File: config.mk
export PLATFORM = sky130hd
export DESIGN_NAME = contador_rtc_prog
export DESIGN_NICKNAME = d
export VERILOG_FILES = /design/src/rtl/rtc_defs_pkg.sv /design/src/rtl/contador_rtc_prog.sv
export SDC_FILE = /design/constraint.sdc
export NUM_CORES = 1
export LEC_CHECK = 0
export CAP_MARGIN = 20
export CORE_MARGIN = 2
export CORE_UTILIZATION = 50
export CTS_CLUSTER_DIAMETER = 100
export DETAILED_ROUTE_END_ITERATION = 10
export MAX_ROUTING_LAYER = met4
export PLACE_DENSITY = 0.75
export SKIP_LAST_GASP = 1
export SLEW_MARGIN = 15
export SYNTH_ARGS = -nofsm -noshare
export SYNTH_HDL_FRONTEND = slang
export SYNTH_SLANG_ARGS = --single-unit
export TNS_END_PERCENT = 5
File: constraint.sdc
create_clock -name clk -period 2.1 [get_ports clk]
set_input_delay 0.21 -clock clk [delete_from_list [all_inputs] [get_ports clk]]
set_output_delay 0.21 -clock clk [all_outputs]
set_load 0.005 [all_outputs]
File: src/rtl/rtc_defs_pkg.sv
// rtl/rtc_defs_pkg.sv - shared RTC sequencer state and mode encodings
package rtc_defs_pkg;

  typedef enum logic {
    ST_IDLE = 1'b0,
    ST_RUN  = 1'b1
  } estado_t;

  localparam logic MODO_UNICO = 1'b0;
  localparam logic MODO_CONT  = 1'b1;

endpackage

File: src/rtl/contador_rtc_prog.sv
// rtl/contador_rtc_prog.sv - programmable phase timer for the RTC bus-access sequencer
module contador_rtc_prog
  import rtc_defs_pkg::*;
#(
  parameter int WIDTH = 8
) (
  input  logic             clk,
  input  logic             reset,
  input  logic             inicio,
  input  logic             parar,
  input  logic             pausa,
  input  logic             modo,
  input  logic [WIDTH-1:0] tiempo,
  output logic [WIDTH-1:0] cuenta,
  output logic             fin,
  output logic             ocupado
);

  estado_t          r_estado;
  logic [WIDTH-1:0] r_cuenta;
  logic [WIDTH-1:0] r_periodo;
  logic             r_modo;
  logic             r_fin;

  estado_t          w_estado_nxt;
  logic [WIDTH-1:0] w_cuenta_nxt;
  logic             w_fin_nxt;
  logic             w_cargar;
  logic             w_terminal;

  // periodo is never 0 while running, so periodo-1 cannot wrap
  assign w_terminal = (r_cuenta == r_periodo - WIDTH'(1));

  always_comb begin
    w_estado_nxt = r_estado;
    w_cuenta_nxt = r_cuenta;
    w_fin_nxt    = 1'b0;
    w_cargar     = 1'b0;
    if (parar) begin
      w_estado_nxt = ST_IDLE;
      w_cuenta_nxt = '0;
    end else begin
      case (r_estado)
        ST_IDLE: begin
          w_cuenta_nxt = '0;
          if (inicio && (tiempo != '0)) begin
            w_cargar     = 1'b1;
            w_estado_nxt = ST_RUN;
          end
        end
        ST_RUN: begin
          if (!pausa) begin
            if (w_terminal) begin
              w_fin_nxt    = 1'b1;
              w_cuenta_nxt = '0;
              if (r_modo != MODO_CONT) w_estado_nxt = ST_IDLE;
            end else begin
              w_cuenta_nxt = r_cuenta + WIDTH'(1);
            end
          end
        end
        default: w_estado_nxt = ST_IDLE;
      endcase
    end
  end

  always_ff @(posedge clk or negedge reset) begin
    if (!reset) begin
      r_estado  <= ST_IDLE;
      r_cuenta  <= '0;
      r_periodo <= '0;
      r_modo    <= MODO_UNICO;
      r_fin     <= 1'b0;
    end else begin
      r_estado <= w_estado_nxt;
      r_cuenta <= w_cuenta_nxt;
      r_fin    <= w_fin_nxt;
      if (w_cargar) begin
        r_periodo <= tiempo;
        r_modo    <= modo;
      end
    end
  end

  assign cuenta  = r_cuenta;
  assign fin     = r_fin;
  assign ocupado = (r_estado == ST_RUN);

endmodule

# Yosys cells after proc, flatten, opt, wreduce, memory -nomap -nowiden
# Index checks and enable logic that the tools add are counted.
word_totals:
  ff_bits: 19
  in_bits: 14
  output_inout_bits: 10
  wordCells: 28
op_classes:
  n_addsub: 2
  n_eq_ne: 2
  muxes: 16
  bitwise_logic: 1
  n_reduce_logical: 2
op_table:
  columns: ["op", "n"]
  rows:
  - ["2-to-1 mux 8 bit", 3]
  - ["one-hot mux 8 bit (2 select lines)", 1]
  - ["2-to-1 mux 1 bit", 11]
  - ["adder 8 x 1 -> 8 bit, second input constant", 1]
  - ["equality test 8 bit", 1]
  - ["nonzero test 8 bit", 1]
  - ["subtractor 8 x 1 -> 8 bit, second input constant", 1]
  - ["inequality test 3 bit, second input constant", 1]
  - ["one-hot mux 1 bit (2 select lines)", 1]
  - ["logical AND 1 bit", 1]
  - ["NOT 1 bit", 1]

# Logic depth before layout (Yosys ltp)
# Gate-level depths: netlist (run 1).
depth:
  depth_word: 6
  depth_mapped: 10
  depth_no_buf: 9

# Worst setup path after synthesis (run 1)
# OpenSTA, ideal clock, no wires.
synth_timing:
  path_type: "reg2reg"
  start: "reg r_periodo[0]"
  end: "reg r_cuenta[6], in the netlist cuenta[6]"
  setup_time_ns: 0.101
  t_arrival_ns: 1.784
  required_ns: 1.999
  path_slack_ns: 0.215
  stages_incl_launch_ff: 11
  period_less_slack_ns: 1.885
  cell_sequence: "dfrtp_1 > buf_6 > inv_1 > ha_1 > nand2b_1 > a21oi_1 > a31oi_1 > o2111a_2 > nand2_2 > nand2b_4 > o311ai_2"
synth_between:
  elab_chain_cells: 6
synth_rtl:
  columns: ["element", "line", "rtl"]
  rows:
  - ["from (decl)", "contador_rtc_prog.sv:21", "logic [WIDTH-1:0] r_periodo;"]
  - ["from (signal assigned)", "contador_rtc_prog.sv:79", "r_periodo <= tiempo;"]
  - ["subtractor 8 x 1 -> 8 bit", "contador_rtc_prog.sv:32", "assign w_terminal = (r_cuenta == r_periodo - WIDTH'(1));"]
  - ["equality test 8 bit", "contador_rtc_prog.sv:32", null]
  - ["2-to-1 mux 8 bit", "contador_rtc_prog.sv:53", "if (w_terminal) begin"]
  - ["2-to-1 mux 8 bit", "contador_rtc_prog.sv:52", "if (!pausa) begin"]
  - ["one-hot mux 8 bit (2 select lines)", "contador_rtc_prog.sv:43", "case (r_estado)"]
  - ["2-to-1 mux 8 bit", "contador_rtc_prog.sv:39", "if (parar) begin"]
  - ["to (signal assigned)", "contador_rtc_prog.sv:76", "r_cuenta <= w_cuenta_nxt;"]
  - ["to (decl)", "contador_rtc_prog.sv:20", "logic [WIDTH-1:0] r_cuenta;"]
# No other way between the ends. The select of a mux whose other input is x is not followed.
# A chain may end at the register's enable or synchronous reset.

# Worst setup path after layout (run 1)
layout_timing:
  start: "reg r_periodo[1]"
  end: "reg r_cuenta[6], in the netlist cuenta[6]"
# The elaborated chain is that of the path after synthesis.

==> results of run 1 <==
path summary, 6_finish.rpt:
check,start,cells past startpoint,end
worst max-delay path,r_periodo[1],9,cuenta[6]
worst min-delay path,reset,2,cuenta[2]
worst max register to register,r_periodo[1],9,cuenta[6]
worst min register to register,r_modo,1,r_modo
max in group asynchronous,reset,2,cuenta[6]
min in group clk,modo,2,r_modo
report_power, final:
group	switching [mW]	total (mW)	internal (mW)
clock	0.114	0.185	0.0710
sequential	0.0398	0.441	0.401
combinational	0.112	0.247	0.135
total	0.265	0.872	0.607
worst max-delay path: stages, from the launching register on:
cell and delay, ns:
dfrtp_1 0.37, inv_1 0.05, ha_2 0.21, nand2b_1 0.17, a21oi_1 0.16, a31oi_1 0.06, o2111a_2 0.33, nand2_2 0.13
nand2b_4 0.08, o311ai_2 0.29
timing repair:
action | 4_1_cts | 5_1_grt
buffers inserted | 0 | 0
endpoints found under the setup margin | 0 | 3
resized for setup | 0 | 2
cell families (layout without fill, tap and decap cells):
kind of cell / Yosys count / in the layout / synth area share
mux: 9 / 9 / 0.08892
compound gates: 23 / 23 / 0.1471
fa+ha+maj: 2 / 2 / 0.02195
buf+inv: 5 / 33 / 0.02414
simple gates: 46 / 46 / 0.2239
xor+xnor: 10 / 10 / 0.07684
flops: 19 / 19 / 0.4171
area by class of cell:
cell class / instances / area, µm²
clock buffer: 3 / 22.52
clock inverter: 1 / 5.005
fill: 172 / 725.7
inverter: 2 / 7.507
multi-input combinational: 90 / 646.9
sequential: 19 / 475.5
tap: 28 / 35.03
timing repair buffer: 27 / 272.8
per-layer routing:
layer / vias up / wire length [µm]
met5: - / 0
met4: 0 / 101
met3: 10 / 70
met2: 24 / 1221
met1: 445 / 1136
li1: 476 / -
registers in the layout (all words and copies together), names as in the netlist:
signal,count
fin,1
r_modo,1
ocupado,1
cuenta,8
r_periodo,8
cell usage after synthesis:
| cell | count |
|---|---|
| a211oi_1 | 3 |
| a21oi_1 | 2 |
| a21oi_2 | 1 |
| a22o_1 | 1 |
| a31oi_1 | 1 |
| a41oi_1 | 1 |
| and3_1 | 2 |
| and4b_1 | 1 |
| buf_1 | 1 |
| buf_2 | 1 |
| buf_6 | 1 |
| dfrtp_1 | 19 |
| ha_1 | 2 |
| inv_1 | 2 |
| mux2_2 | 9 |
| nand2_1 | 11 |
| nand2_2 | 2 |
| nand2b_1 | 6 |
| nand2b_4 | 1 |
| nand3_1 | 5 |
| nand3b_1 | 1 |
| nand4_1 | 1 |
| nor2_1 | 5 |
| nor3_1 | 5 |
| nor3_2 | 2 |
| nor4_1 | 3 |
| o2111a_2 | 1 |
| o21ai_0 | 8 |
| o21ai_1 | 2 |
| o311ai_2 | 2 |
| o31ai_1 | 1 |
| or2_2 | 1 |
| xnor2_1 | 9 |
| xor2_1 | 1 |
==> impl_metrics.env, run 1 <==
export IMPL_setup_viol=0
export IMPL_synthCells=114
export IMPL_rsz0062_at_grt="false"
export IMPL_top_usage_layer="met2"
export IMPL_required_ns=2.29
export IMPL_place_gp_congestion=0.8960
export IMPL_synth_seq_cells=19
export IMPL_ir_worst_vdd_mv=0.4194
export IMPL_die_h_um=51.75
export IMPL_grt_pass1_vias=994
export IMPL_grt_max_degree=20
export IMPL_fin_nets=159
export IMPL_total_power_mw=0.8724
export IMPL_ys_warn_count=0
export IMPL_finalHoldViolations=0
export IMPL_utilization=0.6688
export IMPL_worstHoldPathType="in -> async"
export IMPL_antennaDiodeCount=0
export IMPL_period_share=0.9363
export IMPL_synth_nets=130
export IMPL_syn_area_per_cell_um2=9.999
export IMPL_cp_arrival_ns=2.16
export IMPL_leakage_nw=0.5708
export IMPL_critPathCaptureType="flip-flop"
export IMPL_cts_buffers_inserted=3
export IMPL_wl_per_cell_um=14.88
export IMPL_synth_top_area_share=0.4171
export IMPL_grt_overflow_total=0
export IMPL_fmax_mhz=508.6
export IMPL_first_pass_iters=4
export IMPL_fin_cells=170
export IMPL_h_tree_depth=1
export IMPL_final_max_slew_viol_count=0
export IMPL_max_slew_margin=0.6772
export IMPL_grt_use_met2=0.3462
export IMPL_mostFrequentLayoutCells="clkdlybuf4s50_1, dfrtp_1, nand2_1"
export IMPL_fin_area_mm2=0.001465
export IMPL_finalCriticalPeriod_ns=1.966
export IMPL_insertion_delay_ns=0.30
export IMPL_status="finished clean"
export IMPL_cp_max_fo=7
export IMPL_grt_pass1_wl_um=4236
export IMPL_holdWs_ns=0.2264
export IMPL_grt_use_met3=0.03448
export IMPL_row_count=17
export IMPL_die_area_mm2=0.002678
export IMPL_drive_above_1_share=0.1972
export IMPL_clkTransAtPathRegs_ns=0.11
export IMPL_cts_tree="yes"
export IMPL_crit_path_start_kind="flip-flop"
export IMPL_antenna_left=0
export IMPL_synth_area_leaders="dfrtp_1, mux2_2, xnor2_1"
export IMPL_pre_cts_ws_ns=0.1724
export IMPL_grt_met1_usage=0.2759
export IMPL_tightestPinTransition_ns=0.4824
export IMPL_setup_ws_ns=0.1338
export IMPL_dp_cells=166
export IMPL_via_count=955
export IMPL_seq_area_frac_synth=0.4171
export IMPL_io_pins=24
export IMPL_io_buffer_count=23
export IMPL_yosys_area_top_type="dfrtp_1"
export IMPL_cts_root_buf="clkbuf_4"
export IMPL_cts_sinks=19
export IMPL_r2r_slack_ns=0.13
export IMPL_power_density_mw_per_mm2=595.4
export IMPL_gr_usage_all_layers=0.2241
export IMPL_via_per_inst=5.618
export IMPL_worstSetupPathType="reg -> reg"
export IMPL_tns_ns=0
export IMPL_ys_types=34
export IMPL_start_util=0.5203
export IMPL_core_area_mm2=0.002191
export IMPL_antenna_found_initial=0
export IMPL_die_w_um=51.75
export IMPL_skew_ns=0.008223
export IMPL_drc_errors=0
export IMPL_hold_buffers=0
export IMPL_syn_area_mm2=0.001140
export IMPL_clock_path_buffers=2
export IMPL_syn2layout_area_growth_pct=28.54
export IMPL_maxCapViolCount=0
export IMPL_totalWireLength_um=2529
export IMPL_layout_commonest_cell="clkdlybuf4s50_1"
export IMPL_first_iter_violations=10
export IMPL_placement_cell_area_mm2=0.001428
export IMPL_hpwl_um=1865
(Power assumes the default switching activity.)
==> run 2, diff against run 1 <==
--- a/config.mk
+++ b/config.mk
@@ -10,6 +10,7 @@
 export CORE_UTILIZATION = 50
 export CTS_CLUSTER_DIAMETER = 100
 export DETAILED_ROUTE_END_ITERATION = 10
+export GPL_TIMING_DRIVEN = 0
 export MAX_ROUTING_LAYER = met4
 export PLACE_DENSITY = 0.75
 export SKIP_LAST_GASP = 1
==> run 2 against run 1 <==
  * Non-clock buffer count decreased by 1
  * Wire length decreased by 5.1%
  * Via count increased by 3.6%
  * Flip-flop and latch count unchanged
  * Clock-buffer cell count increased by 1
  * Largest cell class unchanged
==> impl_metrics.env, run 2 (synthesis results as in run 1) <==
export IMPL_status="finished clean"
export IMPL_setup_ws_ns=0.1229
export IMPL_multi_input_area_um2=686.9
export IMPL_die_h_um=51.75
export IMPL_tightestPinTransition_ns=0.8305
export IMPL_place_gp_congestion=0.8059
export IMPL_fmax_mhz=505.8
export IMPL_start_util=0.5203
export IMPL_gr_usage_all_layers=0.2006
export IMPL_wl_per_cell_um=14.20
export IMPL_hpwl_um=1822
export IMPL_tns_ns=0
export IMPL_die_area_mm2=0.002678
export IMPL_crit_slowest_cell="dfrtp_1"
export IMPL_io_buffer_count=23
export IMPL_total_power_mw=0.8815
export IMPL_drive_above_1_share=0.2057
export IMPL_cts_tree="yes"
export IMPL_seqCellArea_um2=476.7
export IMPL_period_share=0.9415
export IMPL_dp_cells=165
export IMPL_crit_chain="buf_6 > inv_1 > ha_4 > nand2b_1 > a21oi_1 > a31oi_1 > o2111a_2 > nand2_4 > nand2b_4 > o311ai_4"
export IMPL_antenna_found_initial=0
export IMPL_cts_root_buf="clkbuf_4"
export IMPL_io_pins=24
export IMPL_critPathBufInv=2
export IMPL_fin_area_mm2=0.001483
export IMPL_final_max_slew_viol_count=0
export IMPL_finalCriticalPeriod_ns=1.977
export IMPL_skew_ns=0.004153
export IMPL_insertion_delay_ns=0.30
export IMPL_critPathCaptureType="flip-flop"
export IMPL_totalWireLength_um=2399
export IMPL_clock_path_buffers=2
export IMPL_clkTransAtPathRegs_ns=0.10
export IMPL_core_area_mm2=0.002191
export IMPL_crit_path_start_kind="flip-flop"
export IMPL_h_tree_depth=1
export IMPL_crit_family="compound AO/OA/AOI/OAI gates"
export IMPL_cp_max_fo=7
export IMPL_grt_pass1_wl_um=3891
export IMPL_setup_viol=0
export IMPL_layout_commonest_cell="clkdlybuf4s50_1"
export IMPL_max_slew_margin=0.4446
export IMPL_fin_nets=158
export IMPL_antenna_left=0
export IMPL_antennaDiodeCount=0
export IMPL_finalHoldViolations=0
export IMPL_holdWs_ns=0.3777
export IMPL_first_iter_violations=16
export IMPL_mostFrequentLayoutCells="clkdlybuf4s50_1, dfrtp_1, nand2_1"
export IMPL_grt_max_degree=20
export IMPL_fin_cells=169
export IMPL_via_count=989
export IMPL_slowest_delay_ns=0.35
export IMPL_required_ns=2.31
export IMPL_die_w_um=51.75
export IMPL_maxCapViolCount=0
export IMPL_worstSetupPathType="reg -> reg"
export IMPL_row_count=17
export IMPL_first_pass_iters=4
export IMPL_cp_arrival_ns=2.19
export IMPL_utilization=0.6768
export IMPL_leakage_nw=0.5727
export IMPL_placement_cell_area_mm2=0.001405
export IMPL_grt_pass1_vias=914
export IMPL_ir_worst_vdd_mv=0.3760
export IMPL_drc_errors=0
export IMPL_rsz0062_at_grt="true"
export IMPL_worstHoldPathType="in -> async"
export IMPL_grt_overflow_total=0
export IMPL_pre_cts_ws_ns=-0.02577
export IMPL_via_per_inst=5.852
export IMPL_cts_sinks=19
export IMPL_power_density_mw_per_mm2=594.6
export IMPL_cts_buffers_inserted=3
export IMPL_syn2layout_area_growth_pct=30.08
export IMPL_fill_cells=179
[run 2: what timing repair did]
action	in CTS	in global routing
endpoints found under the setup margin	4	8
pin swaps	0	4
hold endpoints to repair	0	0
buffers inserted	0	0
hold buffers	0	0
gates resized for setup	3	6
[run 2: layer usage]
metal | part of all wire | GRT usage | vias to the layer above
li1 | - | - | 477
met1 | 0.45 | 0.2643 | 483
met2 | 0.50 | 0.3056 | 24
met3 | 0.034 | 0.02586 | 5
met4 | 0.018 | 0.1009 | 0
met5 | 0 | - | -
[run 2: path summary, 6_finish.rpt]
check | startpoint | to | slack [ns] | cells after the start
min | reset | cuenta[0] | 0.38 | 1
min in group clk | modo | r_modo | 0.52 | 2
min reg2reg | r_modo | r_modo | 0.54 | 1
max | r_periodo[0] | cuenta[6] | 0.12 | 10
max reg2reg | r_periodo[0] | cuenta[6] | 0.12 | 10
max in group asynchronous | reset | r_periodo[1] | 1.15 | 1
[run 2: final cells by class]
class / count / area share
flip-flops and latches: 19 / 0.3215
well taps: 28 / 0.02363
clock buffers: 4 / 0.01772
plain buffers: 3 / 0.01350
repair buffers: 23 / 0.1553
multi-input cells: 90 / 0.4633
inverters: 2 / 0.005063
[run 2: where the power goes]
| part | internal (mW) | switching (mW) |
|---|---|---|
| clock | 0.0741 | 0.108 |
| combinational | 0.137 | 0.118 |
| sequential | 0.402 | 0.0427 |
| total | 0.612 | 0.269 |
[run 2: worst register-to-register path: cells and delay by family, from the launching register on]
family          cells  cell delay [ns]
simple gates        3             0.35
fa+ha+maj           1             0.18
buf+inv             2             0.20
flops               1             0.35
compound gates      4             0.81
